<file path="config.mk">
export PLATFORM = sky130hd
export DESIGN_NAME = dmem_ctrl_flat
export DESIGN_NICKNAME = d
export VERILOG_FILES = /design/src/rtl/dmem_ctrl_if.sv /design/src/rtl/dmem_ctrl.sv /design/src/flat_wrapper.sv
export SDC_FILE = /design/constraint.sdc
export NUM_CORES = 1
export LEC_CHECK = 0
export BUFFER_PORTS_ARGS = -buffer_cell sky130_fd_sc_hd__buf_2
export CELL_PAD_IN_SITES_DETAIL_PLACEMENT = 2
export CELL_PAD_IN_SITES_GLOBAL_PLACEMENT = 2
export CORE_MARGIN = 10
export CORE_UTILIZATION = 25
export DETAILED_ROUTE_END_ITERATION = 12
export PLACE_DENSITY_LB_ADDON = 0.1
export SYNTH_ARGS = -nofsm -noshare
export SYNTH_HDL_FRONTEND = slang
export SYNTH_SLANG_ARGS = --single-unit
</file>
<file path="constraint.sdc">
create_clock -name clk -period 3.7 [get_ports clk]
set_input_delay 0.74 -clock clk [delete_from_list [all_inputs] [get_ports clk]]
set_output_delay 0.74 -clock clk [all_outputs]
set_load 0.1 [all_outputs]
</file>
<file path="src/rtl/dmem_ctrl_if.sv">
// dmem_ctrl_if: request/acknowledge bus between the data-memory controller
// (master) and the memory or bus fabric (slave).
interface dmem_ctrl_if;
  logic        bus_req;
  logic        bus_we;
  logic [31:0] bus_addr;
  logic [31:0] bus_wdata;
  logic [3:0]  bus_be;
  logic        bus_ack;
  logic [31:0] bus_rdata;

  modport master (
    output bus_req,
    output bus_we,
    output bus_addr,
    output bus_wdata,
    output bus_be,
    input  bus_ack,
    input  bus_rdata
  );

  modport slave (
    input  bus_req,
    input  bus_we,
    input  bus_addr,
    input  bus_wdata,
    input  bus_be,
    output bus_ack,
    output bus_rdata
  );
endinterface

</file>
<file path="src/rtl/dmem_ctrl.sv">
// dmem_ctrl: MEM-stage data memory controller. Turns a pipeline load/store
// into a single bus transaction, stalls the pipeline while it is in flight
// and returns the sign/zero-extended load result.
// Optional BUSY timeout abort: define DMEM_TIMEOUT_EN.
//
// state | meaning
// IDLE  | nothing in flight; a qualifying request is latched here
// BUSY  | bus_req held with stable addr/data/be until bus_ack
// DONE  | one-cycle completion; pipeline released, load_valid for reads
module dmem_ctrl #(
  parameter int unsigned TIMEOUT_CYCLES = 255
) (
  input  logic               clk,
  input  logic               reset,
  input  logic               exmem_mem_r,
  input  logic               exmem_mem_w,
  input  logic [31:0]        exmem_alu_res,
  input  logic [31:0]        exmem_aligned_rt_data,
  input  logic [3:0]         mem_byte_w_en,
  input  logic [2:0]         exmem_load_sel,
  dmem_ctrl_if.master        bus,
  output logic               mem_stall,
  output logic [31:0]        load_data,
  output logic               load_valid,
  output logic               bus_err
);

  typedef enum logic [1:0] {
    ST_IDLE = 2'd0,
    ST_BUSY = 2'd1,
    ST_DONE = 2'd2
  } state_t;

  state_t      state;
  state_t      state_nxt;

  logic        access;
  logic        abort;
  logic        we_q;
  logic [2:0]  sel_q;
  logic [1:0]  lane_q;
  logic [7:0]  byte_v;
  logic [15:0] half_v;
  logic [31:0] ext_data;

  if (TIMEOUT_CYCLES < 1 || TIMEOUT_CYCLES > 255) begin : g_bad_timeout
    $error("dmem_ctrl: TIMEOUT_CYCLES must be within 1..255");
  end

  // A store with no byte enables retires without touching the bus; when both
  // request lines are high the store wins and the load is dropped.
  assign access = exmem_mem_w ? (|mem_byte_w_en) : exmem_mem_r;

`ifdef DMEM_TIMEOUT_EN
  logic [7:0] cnt;

  assign abort = (state == ST_BUSY) && !bus.bus_ack &&
                 (cnt == 8'(TIMEOUT_CYCLES - 1));

  // Count BUSY cycles for the current access and flag an abort for one cycle.
  always_ff @(posedge clk or posedge reset) begin
    if (reset) begin
      cnt     <= '0;
      bus_err <= 1'b0;
    end else begin
      bus_err <= abort;
      if (state == ST_BUSY)
        cnt <= cnt + 8'd1;
      else
        cnt <= '0;
    end
  end
`else
  assign abort   = 1'b0;
  assign bus_err = 1'b0;
`endif

  // State register.
  always_ff @(posedge clk or posedge reset) begin
    if (reset)
      state <= ST_IDLE;
    else
      state <= state_nxt;
  end

  // Next-state logic; DONE always returns to IDLE so back-to-back accesses
  // see one IDLE cycle in between.
  always_comb begin
    state_nxt = state;
    case (state)
      ST_IDLE: if (access) state_nxt = ST_BUSY;
      ST_BUSY: if (bus.bus_ack || abort) state_nxt = ST_DONE;
      ST_DONE: state_nxt = ST_IDLE;
      default: state_nxt = ST_IDLE;
    endcase
  end

  // State-decoded outputs; the stall must be combinational so the pipeline
  // freezes in the same cycle the request appears.
  always_comb begin
    bus.bus_req = (state == ST_BUSY);
    bus.bus_we  = we_q;
    mem_stall   = ((state == ST_IDLE) && access) || (state == ST_BUSY);
    load_valid  = (state == ST_DONE) && !we_q;
  end

  // Lane selection and extension of the returned word.
  always_comb begin
    byte_v = bus.bus_rdata[{lane_q, 3'b000} +: 8];
    half_v = lane_q[1] ? bus.bus_rdata[31:16] : bus.bus_rdata[15:0];
    case (sel_q)
      3'd1:    ext_data = {{24{byte_v[7]}}, byte_v};
      3'd2:    ext_data = {24'h000000, byte_v};
      3'd3:    ext_data = {{16{half_v[15]}}, half_v};
      3'd4:    ext_data = {16'h0000, half_v};
      default: ext_data = bus.bus_rdata;
    endcase
  end

  // Latch the access in IDLE so the bus stays stable through BUSY, and
  // capture the load result when it completes or is aborted.
  always_ff @(posedge clk or posedge reset) begin
    if (reset) begin
      bus.bus_addr  <= '0;
      bus.bus_wdata <= '0;
      bus.bus_be    <= '0;
      we_q          <= 1'b0;
      sel_q         <= '0;
      lane_q        <= '0;
      load_data     <= '0;
    end else begin
      if (state == ST_IDLE && access) begin
        bus.bus_addr  <= {exmem_alu_res[31:2], 2'b00};
        bus.bus_wdata <= exmem_mem_w ? exmem_aligned_rt_data : 32'h0;
        bus.bus_be    <= exmem_mem_w ? mem_byte_w_en : 4'b1111;
        we_q          <= exmem_mem_w;
        sel_q         <= exmem_load_sel;
        lane_q        <= exmem_alu_res[1:0];
      end
      if (state == ST_BUSY && !we_q) begin
        if (bus.bus_ack)
          load_data <= ext_data;
        else if (abort)
          load_data <= '0;
      end
    end
  end

endmodule

</file>
<file path="src/flat_wrapper.sv">
// flat-port wrapper written by rule: the top's interface ports become plain ports
module dmem_ctrl_flat 
#(
  parameter int unsigned TIMEOUT_CYCLES = 255
)
  (clk, reset, exmem_mem_r, exmem_mem_w, exmem_alu_res, exmem_aligned_rt_data, mem_byte_w_en, exmem_load_sel, mem_stall, load_data, load_valid, bus_err, bus_bus_req, bus_bus_we, bus_bus_addr, bus_bus_wdata, bus_bus_be, bus_bus_ack, bus_bus_rdata);
  dmem_ctrl_if bus_i ();
  input  logic clk;
  input  logic reset;
  input  logic exmem_mem_r;
  input  logic exmem_mem_w;
  input  logic [31:0] exmem_alu_res;
  input  logic [31:0] exmem_aligned_rt_data;
  input  logic [3:0] mem_byte_w_en;
  input  logic [2:0] exmem_load_sel;
  output logic mem_stall;
  output logic [31:0] load_data;
  output logic load_valid;
  output logic bus_err;
  output wire logic [$bits(bus_i.bus_req)-1:0] bus_bus_req;
  output wire logic [$bits(bus_i.bus_we)-1:0] bus_bus_we;
  output wire logic [$bits(bus_i.bus_addr)-1:0] bus_bus_addr;
  output wire logic [$bits(bus_i.bus_wdata)-1:0] bus_bus_wdata;
  output wire logic [$bits(bus_i.bus_be)-1:0] bus_bus_be;
  input wire logic [$bits(bus_i.bus_ack)-1:0] bus_bus_ack;
  input wire logic [$bits(bus_i.bus_rdata)-1:0] bus_bus_rdata;
  assign bus_bus_req = bus_i.bus_req;
  assign bus_bus_we = bus_i.bus_we;
  assign bus_bus_addr = bus_i.bus_addr;
  assign bus_bus_wdata = bus_i.bus_wdata;
  assign bus_bus_be = bus_i.bus_be;
  assign bus_i.bus_ack = bus_bus_ack;
  assign bus_i.bus_rdata = bus_bus_rdata;
  dmem_ctrl #(.TIMEOUT_CYCLES(TIMEOUT_CYCLES)) u_core (.clk(clk), .reset(reset), .exmem_mem_r(exmem_mem_r), .exmem_mem_w(exmem_mem_w), .exmem_alu_res(exmem_alu_res), .exmem_aligned_rt_data(exmem_aligned_rt_data), .mem_byte_w_en(mem_byte_w_en), .exmem_load_sel(exmem_load_sel), .bus(bus_i), .mem_stall(mem_stall), .load_data(load_data), .load_valid(load_valid), .bus_err(bus_err));
endmodule
</file>
==> out/metrics.yaml, run 1 <==
detailed_routing:
  vias: 4072
  drtPass1Iterations: 4
  drtIter0Drc: 151
  ant_nets: 0
  avgViaCountPerCell: 4.49
  avgRoutedWirePerCell_microns: 19.5
  drc: 0
  wl_microns: 17600
placement:
  portBuffers: 209
  detailed_place.area_sq_um: 6120
  place_ws_ns: 1.23
  dp_hpwl_microns: 13600
  dp.cells: 889
  place_congestion: 0.737
timing:
  setup_viol: 0
  max_freq_ghz: 0.407
  final_max_slew_viol_count: 0
  maxSlewHeadroom_pct: 46.8
  tns_ns: 0
  setup_slack_ns: 1.24
  rsz0062_at_grt: "no"
  worst_slew_pin_slew_ns: 0.798
  fin_crit_sh_pct: 66.5
  finalCriticalPeriod_ns: 2.46
  hold_violations: 0
  clock_skew_ns: 0.00497
layout:
  post-route-cell-area_sq_um: 6410
  syn_to_final_growth_pct: 32.5
  drive_gt1_share_pct: 45.3
  fin_cells: 906
  fin_nets: 748
clock_tree:
  numCtsBuffers: 9
  ctsHoldBuffers: 0
  clock_latency_ns: 0.35
  clockBufferDepth: 2
  h-tree-depth: 3
  cts_tree: "yes"
  post_cts_buffers: 0
  root_buffer: "clkbuf_16"
  clk_pin_slew_worst_paths_ns: 0.07
  clock-sinks: 106
  cts_resized: 0
worst_setup_path:
  end_kind: "flop"
  timing.rr.start: "u_core.lane_q[1]"
  reg2reg_depth: 5
  crit_type: "flop to flop"
  slowest_delay_ns: 0.86
  crit_slowest_cell: "dfrtp_1"
  path_cells: "mux2i_1 -> o21ai_0 -> o311ai_0 -> and2_1 -> a21oi_1"
  path_max_fanout: 21
  worstPathRequired_ns: 3.89
  reg2reg_setup_slack_ns: 1.24
  cp_data_arrival_time_ns: 2.65
  r2r_end: "u_core.load_data[20]"
  cp-start-kind: "flop"
global_routing:
  grt_pass1_wl_microns: 28200
  grt_pass1_vias: 4705
  grt_max_degree: 110
  antenna_found_initial: 2
  track_usage_pct: 13.9
  grt-ovfl-total: 0
floorplanning:
  io_pins: 213
  die_y_microns: 159
  die_x_microns: 159
  placementRows: 50
  core_sq_um: 18900
  initial_core_util_pct: 25.6
  dieArea_sq_um: 25300
hold_path:
  hold_class: "primary input to async pin"
synthesis:
  ys_ff_latch: 106
  yosysSeqAreaShare_pct: 54.8
  syn_area_per_cell_sq_um: 10.9
  yosysUniqueCellTypes: 41
  synth_warnings: 0
  synth_cells: 445
  netlist_area_sq_um: 4840
run_status:
  status: "complete, no violations"
job:
  cap_violations: 0
-- worst max-delay path: cells and delay by family, from the launching register on --
| kind | cells | cell delay [ns] |
|---|---|---|
| flops | 1 | 0.86 |
| simple gates | 1 | 0.57 |
| compound gates | 3 | 0.41 |
| mux | 1 | 0.45 |
-- how the worst max path moves through the flow --
stage | startpoint | end | cells past startpoint
floorplan | reset | u_core.bus.bus_addr[10] | 1
global placement | mem_byte_w_en[2] | mem_stall | 5
detailed placement | u_core.lane_q[1] | u_core.load_data[17] | 5
CTS | u_core.lane_q[1] | u_core.load_data[20] | 5
global route | u_core.lane_q[1] | u_core.load_data[20] | 5
finish | u_core.lane_q[1] | u_core.load_data[20] | 5
-- synth_stat cells (all sizes together) --
cell type,instances,area [sq um]
o211ai,1,7.51
dfrtp,106,2650
inv,5,18.8
mux2i,3,30.0
a211oi,2,15.0
a21oi,31,155
nor4,1,6.26
o2111ai,1,8.76
nor2b,5,31.3
and2,3,18.8
nor3b,3,38.8
o32a,1,10.0
o311ai,2,17.5
nand2b,2,12.5
mux2,50,698
xnor2,1,8.76
nor2,27,109
a311oi,1,8.76
clkbuf,13,48.8
conb,1,3.75
nand3,2,10.0
nor3,2,10.0
buf,21,158
o21ai,42,221
a2111o,1,11.3
maj3,1,11.3
a222oi,7,70.1
o21a,1,7.51
o22ai,7,43.8
nand2,101,379
xor2,1,16.3
-- kinds of logic after synthesis --
family / share of synthesized area (%)
AND/OR/NAND/NOR: 12.7
XOR/XNOR: 0.517
multiplexers: 15.1
buffers and inverters: 4.65
flip-flops: 54.8
adder cells (fa/ha/maj): 0.233
other: 0.0775
AO/OA/AOI/OAI: 11.9
-- flip-flops by register name, indices dropped and copies added (netlist names) --
register / cells
u_core.bus.bus_addr: 30
u_core.bus.bus_be: 4
u_core.bus.bus_wdata: 32
u_core.bus.bus_we: 1
u_core.load_data: 32
u_core.lane_q: 2
u_core.state: 2
u_core.sel_q: 3
-- stage by stage --
stage	util, %	hold slack, ns
finish	33.9	0.451
global route	33.9	0.488
CTS	33.9	0.468
detailed placement	32.4	0.469
global placement	32.4	0.459
floorplan	-	0.612
-- cell type report --
class | instances | area, sq um
Fill cell | 2146 | 12500
Antenna cell | 1 | 2.50
Timing Repair Buffer | 216 | 1140
Clock inverter | 4 | 25.0
Multi-Input combinational cell | 302 | 1980
Tap cell | 260 | 325
Inverter | 5 | 21.3
Clock buffer | 12 | 267
Sequential cell | 106 | 2650
-- cell usage in the layout, fill, tap and decap left out, drive strengths merged, types with 3 or more instances in the layout --
| master | count |
|---|---|
| conb | 3 |
| mux2i | 3 |
| a21oi | 31 |
| nand2 | 101 |
| o21ai | 42 |
| mux2 | 50 |
| nor2 | 27 |
| nor3b | 3 |
| clkbuf | 12 |
| buf | 216 |
| and2 | 3 |
| dfrtp | 106 |
| o22ai | 7 |
| a222oi | 7 |
| inv | 5 |
| nor2b | 5 |
-- layer usage --
layer | share of wire, % | vias up | track usage (%)
met5 | 0.19 | - | 0
met4 | 1.5 | 4 | 4.47
met3 | 6.9 | 17 | 4.83
met2 | 49 | 122 | 23.5
met1 | 43 | 2023 | 16.0
li1 | - | 1906 | -
Power of run 1 is not shown: default switching activity piles up to over one toggle a cycle in this logic, so the estimate is an artifact.
==> run 2, diff against run 1 <==
--- a/config.mk
+++ b/config.mk
@@ -9,7 +9,7 @@
 export CELL_PAD_IN_SITES_DETAIL_PLACEMENT = 2
 export CELL_PAD_IN_SITES_GLOBAL_PLACEMENT = 2
 export CORE_MARGIN = 10
-export CORE_UTILIZATION = 25
+export CORE_UTILIZATION = 28
 export DETAILED_ROUTE_END_ITERATION = 12
 export PLACE_DENSITY_LB_ADDON = 0.1
 export SYNTH_ARGS = -nofsm -noshare
==> constraint.sdc (replaced) <==
create_clock -name clk -period 2.5 [get_ports clk]
set_input_delay 0.5 -clock clk [delete_from_list [all_inputs] [get_ports clk]]
set_output_delay 0.5 -clock clk [all_outputs]
set_load 0.1 [all_outputs]
==> run 2 against run 1 <==
Die area is 9.4% lower. Cell area is 0.35% lower. Utilization is 3.4 points higher. Count of clock-buffer cells in the layout stayed put. Critical endpoint is now mem_stall. Worst setup slack worse by 0.79 ns. Largest cell class unchanged.
==> out/metrics.yaml, run 2 (synthesis results as in run 1) <==
run_status:
  status: "complete, no violations"
clock_tree:
  cts_tree: "yes"
  numCtsBuffers: 9  # unchanged
  clk_pin_slew_worst_paths_ns: 0.07  # about the same
  clock_latency_ns: 0.35  # about the same
  h-tree-depth: 3  # unchanged
  root_buffer: "clkbuf_16"
  clock-sinks: 106  # unchanged
  ctsHoldBuffers: 0  # unchanged
  clockBufferDepth: 2  # unchanged
  post_cts_buffers: 0  # unchanged
  cts_resized: 0  # unchanged
timing:
  fin_crit_sh_pct: 82.0
  maxSlewHeadroom_pct: 58.3  # +12 points
  worst_slew_pin_slew_ns: 0.625  # -0.173 ns
  rsz0062_at_grt: "no"
  final_max_slew_viol_count: 0  # unchanged
  tns_ns: 0  # unchanged
  finalCriticalPeriod_ns: 2.05
  clock_skew_ns: 0.00837  # +0.00340 ns
  hold_violations: 0  # unchanged
  max_freq_ghz: 0.488
  setup_viol: 0  # unchanged
placement:
  dp_hpwl_microns: 13500  # -1.0%
  place_congestion: 0.735  # -0.31%
  detailed_place.area_sq_um: 6110  # -0.20%
  portBuffers: 209  # unchanged
  dp.cells: 858  # -3.5%
layout:
  drive_gt1_share_pct: 45.4  # +0.099 points
  fin_nets: 752  # +0.53%
  post-route-cell-area_sq_um: 6390  # -0.35%
  fill_cells: 1914  # -11%
  final_cell_mix: "buf_2, dfrtp_1, nand2_1"
  fin_cells: 874  # -3.5%
  syn_to_final_growth_pct: 32.1
  regArea_sq_um: 2650  # unchanged
  multiInputGateArea_sq_um: 1980  # unchanged
  top_regs: "u_core.bus.bus_wdata x32, u_core.load_data x32, u_core.bus.bus_addr x30"
  layout_commonest_cell: "buf_2"
  utilization_pct: 37.3  # +3.4 points
global_routing:
  antenna_found_initial: 1  # -1
  grt_pass1_vias: 4680  # -0.53%
  grt_pass1_wl_microns: 26600  # -5.5%
  track_usage_pct: 15.0  # +1.2 points
  grt-ovfl-total: 0  # unchanged
  grt_max_degree: 67  # -39%
worst_setup_path:
  cp-start-kind: "flop"
  timing.rr.start: "u_core.state[1]"
  path_max_fanout: 4  # -81%
  crit_type: "flop to output port"
  cp_data_arrival_time_ns: 1.55  # -1.10 ns
  r2r_end: "u_core.load_data[14]"
  reg2reg_depth: 5  # unchanged
  crit_slowest_cell: "a2111o_2"
  worstPathRequired_ns: 2.00  # -1.89 ns
  end_kind: "output port"
  reg2reg_setup_slack_ns: 0.55  # -0.69 ns
  path_cells: "a2111o_2 -> nand2_1 -> buf_12"
  slowest_delay_ns: 0.47  # -0.39 ns
detailed_routing:
  avgRoutedWirePerCell_microns: 19.7  # +1.0%
  wl_microns: 17200  # -2.5%
  vias: 4036  # -0.88%
  drtIter0Drc: 125  # -17%
  avgViaCountPerCell: 4.62  # +2.7%
  drc: 0  # unchanged
  drtPass1Iterations: 4  # unchanged
  ant_nets: 0  # unchanged
job:
  cap_violations: 0  # unchanged
floorplanning:
  initial_core_util_pct: 28.3  # +2.7 points
  dieArea_sq_um: 22900  # -9.4%
  io_pins: 213  # unchanged
  core_sq_um: 17100  # -9.4%
  die_x_microns: 151  # -4.8%
  die_y_microns: 151  # -4.8%
  placementRows: 48  # -4.0%
hold_path:
  hold_class: "primary input to async pin"
-- run 2: cell types whose count changed in the layout (fill, tap and decap cells not counted), sizes merged --
cell	previous run	this run
buf	216	220
inv	5	4
-- run 2: per-layer routing --
metal	global-route usage, %	routed length [microns]
met5	0	0
met1	17.6	7040
met2	25.5	8520
met3	4.69	1340
met4	5.00	306
-- run 2: worst max-delay path by stage --
| stage | from | end | cells after the start |
|---|---|---|---|
| after floorplan | u_core.bus.bus_we | load_valid | 1 |
| after global routing | u_core.state[1] | u_core.load_data[12] | 5 |
| after detailed placement | bus_bus_rdata[15] | u_core.load_data[14] | 6 |
| after global placement | bus_bus_rdata[31] | u_core.load_data[14] | 6 |
| final | u_core.state[1] | mem_stall | 3 |
| after CTS | u_core.state[1] | mem_stall | 3 |
-- run 2: per-stage QoR --
stage	hold slack [ns]	setup slack (ns)
2_1_floorplan	0.610	-0.119
6_report	0.0612	0.451
3_5_place_dp	0.428	0.473
4_1_cts	0.0501	0.425
5_1_grt	0.0528	0.358
3_3_place_gp	0.428	0.472
-- run 2: critical path: cells and delay by family (launching register included) --
kind	cells	cell delay (ns)
flops	1	0.40
simple gates	1	0.14
compound gates	1	0.47
buf+inv	1	0.19
-- run 2: area by class of cell --
cell class	instances	share of cell area (%)
Clock buffer	12	4.01
Sequential cell	106	41.5
Antenna cell	1	0.0392
Tap cell	225	4.41
Timing Repair Buffer	220	18.3
Multi-Input combinational cell	302	31.0
Clock inverter	3	0.392
Inverter	5	0.352
Power of run 2 is left out for the same reason.
==> run 3, diff against run 2 <==
--- a/config.mk
+++ b/config.mk
@@ -5,11 +5,12 @@
 export SDC_FILE = /design/constraint.sdc
 export NUM_CORES = 1
 export LEC_CHECK = 0
+export ABC_AREA = 1
 export BUFFER_PORTS_ARGS = -buffer_cell sky130_fd_sc_hd__buf_2
 export CELL_PAD_IN_SITES_DETAIL_PLACEMENT = 2
 export CELL_PAD_IN_SITES_GLOBAL_PLACEMENT = 2
 export CORE_MARGIN = 10
-export CORE_UTILIZATION = 28
+export CORE_UTILIZATION = 26
 export DETAILED_ROUTE_END_ITERATION = 12
 export PLACE_DENSITY_LB_ADDON = 0.1
 export SYNTH_ARGS = -nofsm -noshare
==> constraint.sdc (replaced) <==
create_clock -name clk -period 2.1 [get_ports clk]
set_input_delay 0.42 -clock clk [delete_from_list [all_inputs] [get_ports clk]]
set_output_delay 0.42 -clock clk [all_outputs]
set_load 0.1 [all_outputs]
==> run 3 against run 2 <==
Worst setup slack got worse by 0.32 ns. Wire length rose by 20%. Clock skew rose by 0.0012 ns. Critical path depth rose by 1. Hold slack improved by 0.022 ns. Sequential share of layout area fell by 2.7 points. Cell area rose by 6.9%.
==> out/metrics.yaml, run 3 <==
timing:
  rsz0062_at_grt: "no"
  final_max_slew_viol_count: 0  # unchanged
  hold_violations: 0  # unchanged
  finalCriticalPeriod_ns: 1.97
  fin_crit_sh_pct: 93.7
  maxSlewHeadroom_pct: 60.5  # +2.2 points
  clock_skew_ns: 0.00952  # +0.00115 ns
  worst_slew_pin_slew_ns: 0.592  # -0.0338 ns
  hold_ws_ns: 0.0834  # +0.0222 ns
  setup_viol: 0  # unchanged
  max_freq_ghz: 0.508
  setup_slack_ns: 0.133  # -0.318 ns
floorplanning:
  placementRows: 51  # +6.3%
  core_sq_um: 19500  # +14%
  dieArea_sq_um: 25800  # +13%
  die_y_microns: 161  # +6.1%
  die_x_microns: 161  # +6.1%
  io_pins: 213  # unchanged
  initial_core_util_pct: 26.5  # -1.8 points
synthesis:
  yosysUniqueCellTypes: 26  # -37%
  yosysSeqAreaShare_pct: 51.5  # -3.3 points
  ys_ff_latch: 106  # unchanged
  synth-edff-count: 0  # unchanged
  syn_area_per_cell_sq_um: 7.44  # -32%
  synth_flop_cell: "dfrtp_1"
  synth_common_cells: "nand2_1, dfrtp_1, nor2_1"
  synth_top_area_cell: "dfrtp_1"
  netlist_area_sq_um: 5150  # +6.4%
  synth_top_area_share_pct: 51.5  # -3.3 points
  ys_top_cells_by_area: "dfrtp_1, nand2_1, nor2_1, nand3_1, o21ai_0"
  synth_warnings: 0  # unchanged
  synth_cells: 692  # +56%
  synth.most_common_cell: "nand2_1"
  async_flop_share_pct: 100  # unchanged
layout:
  syn_to_final_growth_pct: 32.6
  layout_commonest_cell: "nand2_1"
  final_cell_mix: "nand2_1, buf_2, dfrtp_1"
  fin_cells: 1164  # +33%
  utilization_pct: 35.1  # -2.2 points
  fin_nets: 999  # +33%
  drive_gt1_share_pct: 28.9  # -16 points
  top_regs: "u_core.bus.bus_wdata x32, u_core.load_data x32, u_core.bus.bus_addr x30"
placement:
  place_congestion: 0.797  # +8.4%
  dp_hpwl_microns: 15800  # +18%
  dp.cells: 1145  # +33%
  portBuffers: 209  # unchanged
  place_ws_ns: 0.138  # -0.335 ns
clock_tree:
  clk_pin_slew_worst_paths_ns: 0.07  # about the same
  clockBufferDepth: 2  # unchanged
  clock_latency_ns: 0.36  # about the same
  numCtsBuffers: 9  # unchanged
  clock-sinks: 106  # unchanged
  h-tree-depth: 3  # unchanged
  cts_resized: 0  # unchanged
  ctsHoldBuffers: 0  # unchanged
  cts_tree: "yes"
  post_cts_buffers: 0  # unchanged
  root_buffer: "clkbuf_16"
detailed_routing:
  wl_microns: 20600  # +20%
  drtPass1Iterations: 4  # unchanged
  drtIter0Drc: 201  # +61%
  avgViaCountPerCell: 4.50  # -2.6%
  vias: 5234  # +30%
  ant_nets: 0  # unchanged
  avgRoutedWirePerCell_microns: 17.7  # -10%
  drc: 0  # unchanged
global_routing:
  antenna_found_initial: 6  # +5
  track_usage_pct: 15.8  # +0.79 points
  grt-ovfl-total: 0  # unchanged
  grt_max_degree: 83  # +24%
  grt_pass1_vias: 6015  # +29%
  grt_pass1_wl_microns: 32900  # +24%
hold_path:
  hold_class: "primary input to async pin"
run_status:
  status: "complete, no violations"
worst_setup_path:
  crit_type: "flop to output port"
  end_kind: "output port"
  path_max_fanout: 18  # +14
  cp_data_arrival_time_ns: 1.55  # about the same
  cp-start-kind: "flop"
  worstPathRequired_ns: 1.68  # -0.32 ns
job:
  cap_violations: 0  # unchanged
[run 3: cell types whose count changed after synthesis, moves of 7 or more]
cell / previous run / this run
nand2_1: 101 / 326
nand3_1: 2 / 42
inv_1: 4 / 42
mux2_4: 36 / 0
nor2_1: 26 / 60
a21oi_1: 31 / 9
mux2_2: 14 / 0
buf_2: 9 / 17
a222oi_1: 7 / 0
o22ai_1: 7 / 0
[run 3: worst paths after layout]
kind                                      start                       end  slack (ns)  cells after the start
hold reg to reg            u_core.load_data[12]      u_core.load_data[12]        0.48                      2
min in group clk               exmem_alu_res[4]    u_core.bus.bus_addr[4]        0.25                      3
setup / recovery                u_core.state[0]                 mem_stall        0.13                      4
setup reg to reg                u_core.state[1]      u_core.load_data[21]        0.29                      8
hold / removal                            reset       u_core.load_data[1]        0.08                      2
max in group asynchronous                 reset  u_core.bus.bus_wdata[24]        1.44                      3
[run 3: stage by stage]
stage,area (sq um),TNS (ns)
3_5_place_dp,6490,0
3_3_place_gp,6490,0
4_1_cts,6820,0
5_1_grt,6820,0
2_1_floorplan,5170,-0.418
6_report,6830,0
[run 3: worst max-delay path, stage by stage (launching register included)]
cell and delay, ns:
dfrtp_1 0.41, nor3_2 0.27, nand2_4 0.20, nand2_2 0.13, buf_12 0.18
[run 3: area by class of cell]
| cell class | count | area (sq um) |
|---|---|---|
| fillers | 2353 | 12600 |
| clock buffers | 11 | 243 |
| flip-flops and latches | 106 | 2650 |
| inverters | 47 | 183 |
| clock inverters | 5 | 85.1 |
| repair buffers | 225 | 1230 |
| diodes | 3 | 7.51 |
| well taps | 265 | 332 |
| multi-input cells | 502 | 2100 |
[run 3: logic make-up after synthesis]
family                 count (synthesis)  synth area share, %
and+or+nand+nor                      443                 34.9
DFF                                  106                 51.5
buffers and inverters                 86                 8.07
AOI/OAI and AO/OA                     56                 5.44
other                                  1               0.0728
[run 3: per-layer routing]
metal | global-route usage (%) | vias up | share of wire [%]
met2 | 28.1 | 131 | 51
met4 | 4.71 | 6 | 1.5
met3 | 7.03 | 28 | 8.6
li1 | - | 2507 | -
met5 | 0 | - | 0.17
met1 | 16.5 | 2562 | 39
Power of run 3 is left out for the same reason.
